`src/rtl/ahb_sub_regbank_if.sv`:
```
// ahb_sub_regbank_if: AHB-Lite bus bundle between a manager/interconnect and the register bank.
//   HSEL, HADDR, HTRANS, HWRITE, HSIZE, HBURST, HWDATA, HWSTRB, HREADY : manager/interconnect -> subordinate
//   HRDATA, HREADYOUT, HRESP                                            : subordinate -> manager/interconnect
interface ahb_sub_regbank_if #(
    parameter int ADDR_W = 12,
    parameter int DATA_W = 32
);
    logic              HSEL;
    logic [ADDR_W-1:0] HADDR;
    logic [1:0]        HTRANS;
    logic              HWRITE;
    logic [2:0]        HSIZE;
    logic [2:0]        HBURST;
    logic [DATA_W-1:0] HWDATA;
    logic [DATA_W/8-1:0] HWSTRB;
    logic              HREADY;
    logic [DATA_W-1:0] HRDATA;
    logic              HREADYOUT;
    logic              HRESP;

    modport master (
        output HSEL, HADDR, HTRANS, HWRITE, HSIZE, HBURST, HWDATA, HWSTRB, HREADY,
        input  HRDATA, HREADYOUT, HRESP
    );

    modport slave (
        input  HSEL, HADDR, HTRANS, HWRITE, HSIZE, HBURST, HWDATA, HWSTRB, HREADY,
        output HRDATA, HREADYOUT, HRESP
    );
endinterface

```
`src/rtl/ahb_sub_regbank.sv`:
```
// ahb_sub_regbank: AHB-Lite subordinate register bank with RW/RO registers, wait states and two-cycle error response.
//   HCLK     : clock, rising edge
//   HRESET   : asynchronous active-high reset
//   bus      : ahb_sub_regbank_if.slave (AHB-Lite address/data/response signals)
//   status_i : NUM_REGS*DATA_W read values of read-only registers
//   reg_q    : NUM_REGS*DATA_W current contents of all registers
// Optional macro AHB_REGBANK_WSTRB_EN: honour HWSTRB per byte; otherwise whole-register writes.
module ahb_sub_regbank #(
    parameter int                   ADDR_W      = 12,
    parameter int                   DATA_W      = 32,
    parameter int                   NUM_REGS    = 16,
    parameter int                   WAIT_STATES = 0,
    parameter logic [NUM_REGS-1:0]  RO_MASK     = '0,
    parameter logic [DATA_W-1:0]    RESET_VAL   = '0
) (
    input  logic                         HCLK,
    input  logic                         HRESET,
    ahb_sub_regbank_if.slave             bus,
    input  logic [NUM_REGS*DATA_W-1:0]   status_i,
    output logic [NUM_REGS*DATA_W-1:0]   reg_q
);
    localparam int NB = DATA_W / 8;
    localparam int LB = $clog2(NB);
    localparam int IW = ADDR_W - LB;
    localparam int RW = (NUM_REGS > 1) ? $clog2(NUM_REGS) : 1;

    localparam logic [1:0] S_IDLE = 2'd0;
    localparam logic [1:0] S_WAIT = 2'd1;
    localparam logic [1:0] S_ERR1 = 2'd2;
    localparam logic [1:0] S_ERR2 = 2'd3;

    logic [1:0]        state_q, state_d;
    logic [2:0]        cnt_q, cnt_d;
    logic              dp_q, dp_d;
    logic              wr_q, wr_d;
    logic [RW-1:0]     idx_q, idx_d;
    logic [DATA_W-1:0] regs_q [NUM_REGS];
    logic [DATA_W-1:0] regs_d [NUM_REGS];
    logic [DATA_W-1:0] stat [NUM_REGS];
    logic [IW-1:0]     idx_a;
    logic [LB-1:0]     amask;
    logic              acc, err, done, hready;
    logic [DATA_W-1:0] wval, rval;
    logic              unused;

    for (genvar i = 0; i < NUM_REGS; i++) begin : g_reg
        assign stat[i] = status_i[i*DATA_W +: DATA_W];
        assign reg_q[i*DATA_W +: DATA_W] = RO_MASK[i] ? stat[i] : regs_q[i];
    end

    assign idx_a = bus.HADDR[ADDR_W-1:LB];
    assign amask = LB'((32'd1 << bus.HSIZE) - 32'd1);
    assign acc   = bus.HSEL & bus.HTRANS[1] & bus.HREADY;
    // Out-of-range index already forces an error, so the RO lookup may alias harmlessly.
    assign err   = (32'(idx_a) >= NUM_REGS)
                 | (bus.HWRITE & RO_MASK[idx_a[RW-1:0]])
                 | (32'(bus.HSIZE) > LB)
                 | (|(bus.HADDR[LB-1:0] & amask));

    // A pending data phase completes when no wait cycles remain.
    assign done   = dp_q & ((state_q == S_IDLE) | ((state_q == S_WAIT) & (cnt_q == 3'd0)));
    assign hready = !((state_q == S_ERR1) || ((state_q == S_WAIT) && (cnt_q != 3'd0)));
    assign rval   = RO_MASK[idx_q] ? stat[idx_q] : regs_q[idx_q];

    assign bus.HREADYOUT = hready;
    assign bus.HRESP     = (state_q == S_ERR1) | (state_q == S_ERR2);
    assign bus.HRDATA    = (done && !wr_q) ? rval : '0;

`ifdef AHB_REGBANK_WSTRB_EN
    always_comb begin
        wval = regs_q[idx_q];
        for (int b = 0; b < NB; b++)
            if (bus.HWSTRB[b]) wval[b*8 +: 8] = bus.HWDATA[b*8 +: 8];
    end
    assign unused = ^{bus.HTRANS[0], bus.HBURST};
`else
    assign wval   = bus.HWDATA;
    assign unused = ^{bus.HTRANS[0], bus.HBURST, bus.HWSTRB};
`endif

    always_comb begin
        state_d = state_q;
        cnt_d   = cnt_q;
        dp_d    = dp_q & ~done;
        wr_d    = wr_q;
        idx_d   = idx_q;
        if (acc) begin
            wr_d    = bus.HWRITE;
            idx_d   = idx_a[RW-1:0];
            dp_d    = !err;
            cnt_d   = 3'(WAIT_STATES);
            state_d = err ? S_ERR1 : ((WAIT_STATES > 0) ? S_WAIT : S_IDLE);
        end else begin
            cnt_d   = cnt_q - {2'b00, cnt_q != 3'd0};
            state_d = (state_q == S_ERR1) ? S_ERR2 :
                      ((state_q == S_WAIT) && (cnt_q != 3'd0)) ? S_WAIT : S_IDLE;
        end
    end

    always_comb begin
        for (int i = 0; i < NUM_REGS; i++)
            regs_d[i] = (done && wr_q && (idx_q == RW'(i))) ? wval : regs_q[i];
    end

    always_ff @(posedge HCLK or posedge HRESET) begin
        if (HRESET) begin
            state_q <= S_IDLE;
            cnt_q   <= '0;
            dp_q    <= 1'b0;
            wr_q    <= 1'b0;
            idx_q   <= '0;
            for (int i = 0; i < NUM_REGS; i++) regs_q[i] <= RESET_VAL;
        end else begin
            state_q <= state_d;
            cnt_q   <= cnt_d;
            dp_q    <= dp_d;
            wr_q    <= wr_d;
            idx_q   <= idx_d;
            for (int i = 0; i < NUM_REGS; i++) regs_q[i] <= regs_d[i];
        end
    end
endmodule

```
`src/flat_wrapper.sv`:
```
// flat-port wrapper written by rule: the top's interface ports become plain ports
module ahb_sub_regbank_flat 
#(
    parameter int                   ADDR_W      = 12,
    parameter int                   DATA_W      = 32,
    parameter int                   NUM_REGS    = 16,
    parameter int                   WAIT_STATES = 0,
    parameter logic [NUM_REGS-1:0]  RO_MASK     = '0,
    parameter logic [DATA_W-1:0]    RESET_VAL   = '0
)
  (HCLK, HRESET, status_i, reg_q, bus_HSEL, bus_HADDR, bus_HTRANS, bus_HWRITE, bus_HSIZE, bus_HBURST, bus_HWDATA, bus_HWSTRB, bus_HREADY, bus_HRDATA, bus_HREADYOUT, bus_HRESP);
  ahb_sub_regbank_if #(.ADDR_W(ADDR_W), .DATA_W(DATA_W)) bus_i ();
  input  logic HCLK;
  input  logic HRESET;
  input  logic [NUM_REGS*DATA_W-1:0] status_i;
  output logic [NUM_REGS*DATA_W-1:0] reg_q;
  input wire logic [$bits(bus_i.HSEL)-1:0] bus_HSEL;
  input wire logic [$bits(bus_i.HADDR)-1:0] bus_HADDR;
  input wire logic [$bits(bus_i.HTRANS)-1:0] bus_HTRANS;
  input wire logic [$bits(bus_i.HWRITE)-1:0] bus_HWRITE;
  input wire logic [$bits(bus_i.HSIZE)-1:0] bus_HSIZE;
  input wire logic [$bits(bus_i.HBURST)-1:0] bus_HBURST;
  input wire logic [$bits(bus_i.HWDATA)-1:0] bus_HWDATA;
  input wire logic [$bits(bus_i.HWSTRB)-1:0] bus_HWSTRB;
  input wire logic [$bits(bus_i.HREADY)-1:0] bus_HREADY;
  output wire logic [$bits(bus_i.HRDATA)-1:0] bus_HRDATA;
  output wire logic [$bits(bus_i.HREADYOUT)-1:0] bus_HREADYOUT;
  output wire logic [$bits(bus_i.HRESP)-1:0] bus_HRESP;
  assign bus_i.HSEL = bus_HSEL;
  assign bus_i.HADDR = bus_HADDR;
  assign bus_i.HTRANS = bus_HTRANS;
  assign bus_i.HWRITE = bus_HWRITE;
  assign bus_i.HSIZE = bus_HSIZE;
  assign bus_i.HBURST = bus_HBURST;
  assign bus_i.HWDATA = bus_HWDATA;
  assign bus_i.HWSTRB = bus_HWSTRB;
  assign bus_i.HREADY = bus_HREADY;
  assign bus_HRDATA = bus_i.HRDATA;
  assign bus_HREADYOUT = bus_i.HREADYOUT;
  assign bus_HRESP = bus_i.HRESP;
  ahb_sub_regbank #(.ADDR_W(ADDR_W), .DATA_W(DATA_W), .NUM_REGS(NUM_REGS), .WAIT_STATES(WAIT_STATES), .RO_MASK(RO_MASK), .RESET_VAL(RESET_VAL)) u_core (.HCLK(HCLK), .HRESET(HRESET), .bus(bus_i), .status_i(status_i), .reg_q(reg_q));
endmodule
```
`config.mk`:
```
export PLATFORM = sky130hd
export DESIGN_NAME = ahb_sub_regbank_flat
export DESIGN_NICKNAME = d
export VERILOG_FILES = /design/src/rtl/ahb_sub_regbank_if.sv /design/src/rtl/ahb_sub_regbank.sv /design/src/flat_wrapper.sv
export SDC_FILE = /design/constraint.sdc
export NUM_CORES = 1
export LEC_CHECK = 0
export CAP_MARGIN = 20
export CORE_AREA = 2 2 432 434
export DETAILED_ROUTE_END_ITERATION = 12
export DIE_AREA = 0 0 434 436
export PLACE_DENSITY = 0.44
export SYNTH_ARGS = -nofsm -noshare
export SYNTH_HDL_FRONTEND = slang
export SYNTH_SLANG_ARGS = --single-unit
```
`constraint.sdc`:
```
create_clock -name HCLK -period 19.7 [get_ports HCLK]
set_input_delay 2.955 -clock HCLK [delete_from_list [all_inputs] [get_ports HCLK]]
set_output_delay 2.955 -clock HCLK [all_outputs]
set_load 0.005 [all_outputs]
```
=== Word level (Yosys, flattened, before mapping) ===
Memories as Yosys holds them, arrays and structs flattened.
Index checks and enable logic that the tools add are counted.
Widths: inputs -> output; s select.

* Register bits after elaboration: 523
* Bits in latches: 0
* Memory bits (writable): 0
* Bits in read-only memories: 32
* Input port bits: 573
* Word-level logic and storage cells: 107
* Memories: 2

{| class="wikitable"
|+ Memories
! name !! words !! bits a word !! rd ports !! clocked after Yosys merged registers in !! wr ports !! RTL line !! source
|-
| (name not given) || 16 || 1 || 1 || 0 || 0 || ahb_sub_regbank.sv:56 || <nowiki>| (bus.HWRITE & RO_MASK[idx_a[RW-1:0]])</nowiki>
|-
| (name not given) || 16 || 1 || 1 || 0 || 0 || ahb_sub_regbank.sv:63 || <nowiki>assign rval = RO_MASK[idx_q] ? stat[idx_q] : regs_q[idx_q];</nowiki>
|}

* Add/sub/neg operators: 2
* Multipliers: 0
* Divide/modulo/power cells: 0
* Magnitude comparators: 5
* Eq/ne operators: 18
* Shifts and indexed selects: 1
* Mux-type cells: 16
* Bitwise logic cells: 14
* Reductions and logical operators: 28

{| class="wikitable"
|+ Operator list
! cell !! number
|-
| $bmux 32 s4 || 2
|-
| $mux 32 || 6
|-
| $eq 4x4->1 const B || 8
|-
| $logic_and 1x1->1 || 19
|-
| $eq 4x3->1 const B || 4
|-
| $ge 10x5->1 const B || 1
|-
| $lt 4x5->1 const B || 2
|-
| $eq 4x2->1 const B || 2
|-
| $and 1x1->1 || 6
|-
| $mux 2 || 3
|-
| $ge 5x5->1 const B || 1
|-
| $not 4->5 || 1
|-
| $or 1x1->1 || 5
|-
| $eq 2x2->1 const B || 2
|-
| $eq 4x1->1 const B || 1
|-
| $logic_not 4->1 || 1
|-
| $mux 1 || 4
|-
| $gt 3x2->1 const B || 1
|-
| $logic_not 1->1 || 3
|-
| $logic_not 3->1 || 1
|-
| $mux 3 || 1
|-
| $reduce_bool 3->1 || 1
|-
| $shl 1x3->2 const A || 1
|-
| $sub 3x1->3 || 1
|-
| other kinds (7) || 7
|}

=== Longest topological paths before layout ===
* Depth after elaboration: 8
* Mapped depth: 6
* Depth with buffers taken out: 5

=== Worst setup path after synthesis ===
OpenSTA, ideal clock, no wires.

* Path kind: register -> output
* Start point: register u_core.idx_q[0]
* End point: output port bus_HRDATA[20]
* Arrival time: 1,707 ps
* Required time: 16,745 ps
* Slack: 15,038 ps
* Cell stages (with the launch flop): 7
* Path buffers: 3
* Cell sequence: dfrtp_1 > buf_2 > buf_2 > buf_4 > mux4_2 > mux2i_1 > o22ai_1

* Word-level cells in the longest chain between the ends: 6

{| class="wikitable"
|+ RTL lines
! item !! RTL line !! source
|-
| from (decl) || ahb_sub_regbank.sv:36 || <nowiki>logic [RW-1:0] idx_q, idx_d;</nowiki>
|-
| from (signal assigned) || ahb_sub_regbank.sv:118 || <nowiki>idx_q <= idx_d;</nowiki>
|-
| $not 4->5 (not written as such) || ahb_sub_regbank.sv:63 ||
|-
| $bmux 32 s4 || ahb_sub_regbank.sv:63 ||
|-
| $mux 32 (not written as such) (2 in series) || ahb_sub_regbank.sv:63 ||
|-
| $mux 32 * || ahb_sub_regbank.sv:63 ||
|-
| $mux 32 * || ahb_sub_regbank.sv:67 || <nowiki>assign bus.HRDATA = (done && !wr_q) ? rval : '0;</nowiki>
|-
| to (decl) || flat_wrapper.sv:26 || <nowiki>output wire logic [$bits(bus_i.HRDATA)-1:0] bus_HRDATA;</nowiki>
|}

Every way passes the cells marked *; elsewhere a longest branch is shown, timed or not. The select of a mux whose other input is x is not followed.

=== Final worst setup path ===
* Start point: register u_core.idx_q[0]
* End point: output port bus_HRDATA[2]

Same word-level chain as after synthesis.

==> impl_metrics.yaml <==
run_status:
  status: "completed"
timing:
  fmax_ghz: 0.138
  rsz0062_at_grt: "false"
  finalHoldViolCount: 0
  period_share_pct: 36.8
  finalClockSkew_ns: 0.0244
  fin_tns_setup_ns: 0
  fin_crit_ns: 7.25
  slew_headroom_pct: 32.0
  slew_viol_final: 0
  tightest_slew_ns: 1.02
  setup_viol: 0
clock_tree:
  clockBufferDepth: 3
  cts_root_buf: "clkbuf_16"
  cts_max_level: 3
  cts.hold.buffers_added: 0
  insertion_delay_ns: 0.69
  cts_tree: "yes"
  clock_sinks: 523
  postCtsResizedCells: 0
  cts_buffers: 72
  clkTransAtPathRegs_ns: 0.05
  cts_setup_buffers: 0
setup_path:
  required_ns: 16.75
  path_buf_inv: 3
  path_class: "reg2out"
  crit_slowest_cell: "buf_4"
  max_stage_delay_ns: 0.76
  endpoint_kind: "primary output"
  r2r_setup_slack_ns: 16.31
  cp_cell_sequence: "buf_12 > buf_4 > mux4_2 > mux2i_1 > o22ai_1 > clkdlybuf4s50_1"
  reg2reg_from: "u_core.idx_q[0]"
  crit_fanout: 65
  crit_path_start_kind: "flop"
  r2r-end: "u_core.reg_q[102]"
  critPathTopFamily: "buffers and inverters"
  arrival_ns: 4.30
  r2r_cells: 5
power:
  combPwrFrac_pct: 12.9
  ir_worst_vdd_mv: 0.0450
  p_int_mw: 2.04
  power_density_nw_per_um2: 80.4
  power_frac_seq_pct: 41.0
  p_leak_nw: 14.0
  p_sw_mw: 0.772
  switching_share_pct: 27.5
  clockPowerShare_pct: 46.2
synthesis:
  ys_ff_latch: 523
  synthFlopType: "dfrtp_1"
  synth_warnings: 0
  syn-instance-count: 1460
  yosysTopAreaCellShare_pct: 54.8
  avgSynthCellArea_sq_um: 16.4
  synth-edff-count: 0
  synth_top_area_cell: "dfrtp_1"
  synth.distinct_cells: 39
  synth_area_sq_um: 23900
  async_reset_ff_share_pct: 100
  synthesis.nets: 2035
  seq_area_frac_synth_pct: 54.8
  synth_area_leaders: "dfrtp_1 (55%), mux2_2 (23%), mux4_2 (12%)"
die:
  num_rows: 158
  start_util_pct: 12.9
  dieArea_sq_um: 189000
  io_pins: 1119
  die_width_um: 434
  core_sq_um: 185000
  fp.dieH_um: 436
drt:
  viasPerCell: 3.51
  drc: 0
  routedWlPerCell_um: 24.7
  drt-total-wl_mm: 113
  dr.pass1.iters: 5
  ant_nets: 0
  num_vias: 16100
  drt_iter0_drc: 746
cells_and_area:
  regArea_sq_um: 13100
  fillerInstances: 20000
  drive_gt1_share_pct: 37.8
  fin_util_pct: 18.9
  multiInputGateArea_sq_um: 10000
  instances_no_fill: 4585
  final_nets: 2627
  area_growth_syn_to_layout_pct: 46.4
global_route:
  grt_pass1_wl_mm: 153
  overflow: 0
  grt_pass1_vias: 16800
  antenna_found_initial: 9
  grt_max_degree: 138
  gr-usage-all-layers_pct: 11.8
hold_path:
  min_to: "u_core.reg_q[95]"
  whs_path_depth: 1
  holdCritPathClass: "reg2reg"
  min-delay-start: "u_core.reg_q[95]"
placed_design:
  gp_congestion: 0.763
  post-dp-hpwl_mm: 79.0
  portBuffers: 598
  dpl.cell_count: 4458
job:
  maxCapViolations: 0
## layout by cell type, fill, tap and decap left out, drive strengths merged, types with 3 or more instances in the layout
master,instances
mux2,512
clkdlybuf4s50,598
nand2,16
diode,4
dfrtp,523
clkinvlp,3
clkbuf,103
mux2i,64
nand2b,4
mux4,128
nor4,9
nand4,8
clkinv,9
o22ai,32
inv,10
buf,50
nor2,5
## cell type report
cell class,instances,area share (%)
sequential,523,37.5
tap,2480,8.87
multi-input combinational,804,28.7
clock inverter,20,0.562
antenna,4,0.0286
clock buffer,103,5.98
timing repair buffer,648,18.3
inverter,3,0.0537
## cell usage after synthesis (all sizes together) (2+ instances only)
library cell and number:
nor2b 2, nand2b 4, inv 3, mux4 128, nand2 16, nand4 8
a21oi 2, nor2 5, clkbuf 43, ha 2, nand3 2, nor4 9
buf 87, mux2i 64, nor3 2, o22ai 32, mux2 512, dfrtp 523
## power groups by stage
stage / sequential [mW] / clock (mW) / combinational [mW]
global placement: 1.17 / 0 / 0.371
detailed placement: 1.17 / 0 / 0.372
floorplan: 1.15 / 0 / 0.213
finish: 1.15 / 1.30 / 0.361
CTS: 1.15 / 1.35 / 0.373
global route: 1.16 / 1.39 / 0.388
## flip-flops by register name (all words and copies together), names as in the netlist
| register | count |
|---|---|
| u_core.state_q | 2 |
| u_core.dp_q | 1 |
| u_core.cnt_q | 3 |
| u_core.idx_q | 4 |
| u_core.reg_q | 512 |
| u_core.wr_q | 1 |
## metrics by stage
| step | power (mW) | hold WS (ns) | setup WS [ns] | instance area, sq um |
|---|---|---|---|---|
| finish | 2.81 | 0.509 | 12.45 | 35000 |
| global route | 2.94 | 0.527 | 12.14 | 35000 |
| CTS | 2.87 | 0.511 | 12.21 | 35000 |
| detailed placement | 1.54 | 0.499 | 12.81 | 32700 |
| global placement | 1.54 | 0.494 | 12.81 | 32700 |
| floorplan | 1.37 | 0.500 | 2.13 | 23900 |
## per-layer routing
| metal | global-route usage (%) | up-vias | part of all wire, % |
|---|---|---|---|
| met4 | 3.95 | 2 | 2.7 |
| met5 | 0 | - | 0.0097 |
| met2 | 21.3 | 449 | 53 |
| li1 | - | 6734 | - |
| met1 | 13.9 | 8819 | 39 |
| met3 | 2.28 | 112 | 4.7 |
## worst register-to-register path, cell delays in order, from the launching register on
cell and delay, ns:
dfrtp_4 0.58, buf_12 0.43, nand4b_2 0.48, nor4_4 0.84
buf_4 0.52, mux2_2 0.43
## worst max-delay path by stage
stage / start / end / depth (start not counted)
finish: u_core.idx_q[0] / bus_HRDATA[2] / 6
global route: u_core.idx_q[0] / bus_HRDATA[8] / 6
CTS: u_core.idx_q[0] / bus_HRDATA[9] / 6
detailed placement: HRESET / u_core.idx_q[1] / 5
global placement: HRESET / u_core.idx_q[1] / 5
floorplan: HRESET / u_core.cnt_q[0] / 1
## cells by family (layout without fill, tap and decap cells)
group	count (synthesis)	in the layout	synth area share (%)
AOI/OAI and AO/OA	39	39	1.06
xor gates and xnor gates	1	1	0.0367
adders and majority gates	2	2	0.105
buffers and inverters	133	774	3.15
DFF	523	523	54.8
muxes	704	704	38.9
other	0	4	0
and+or+nand+nor	58	58	1.96
(Power assumes the default switching activity.)
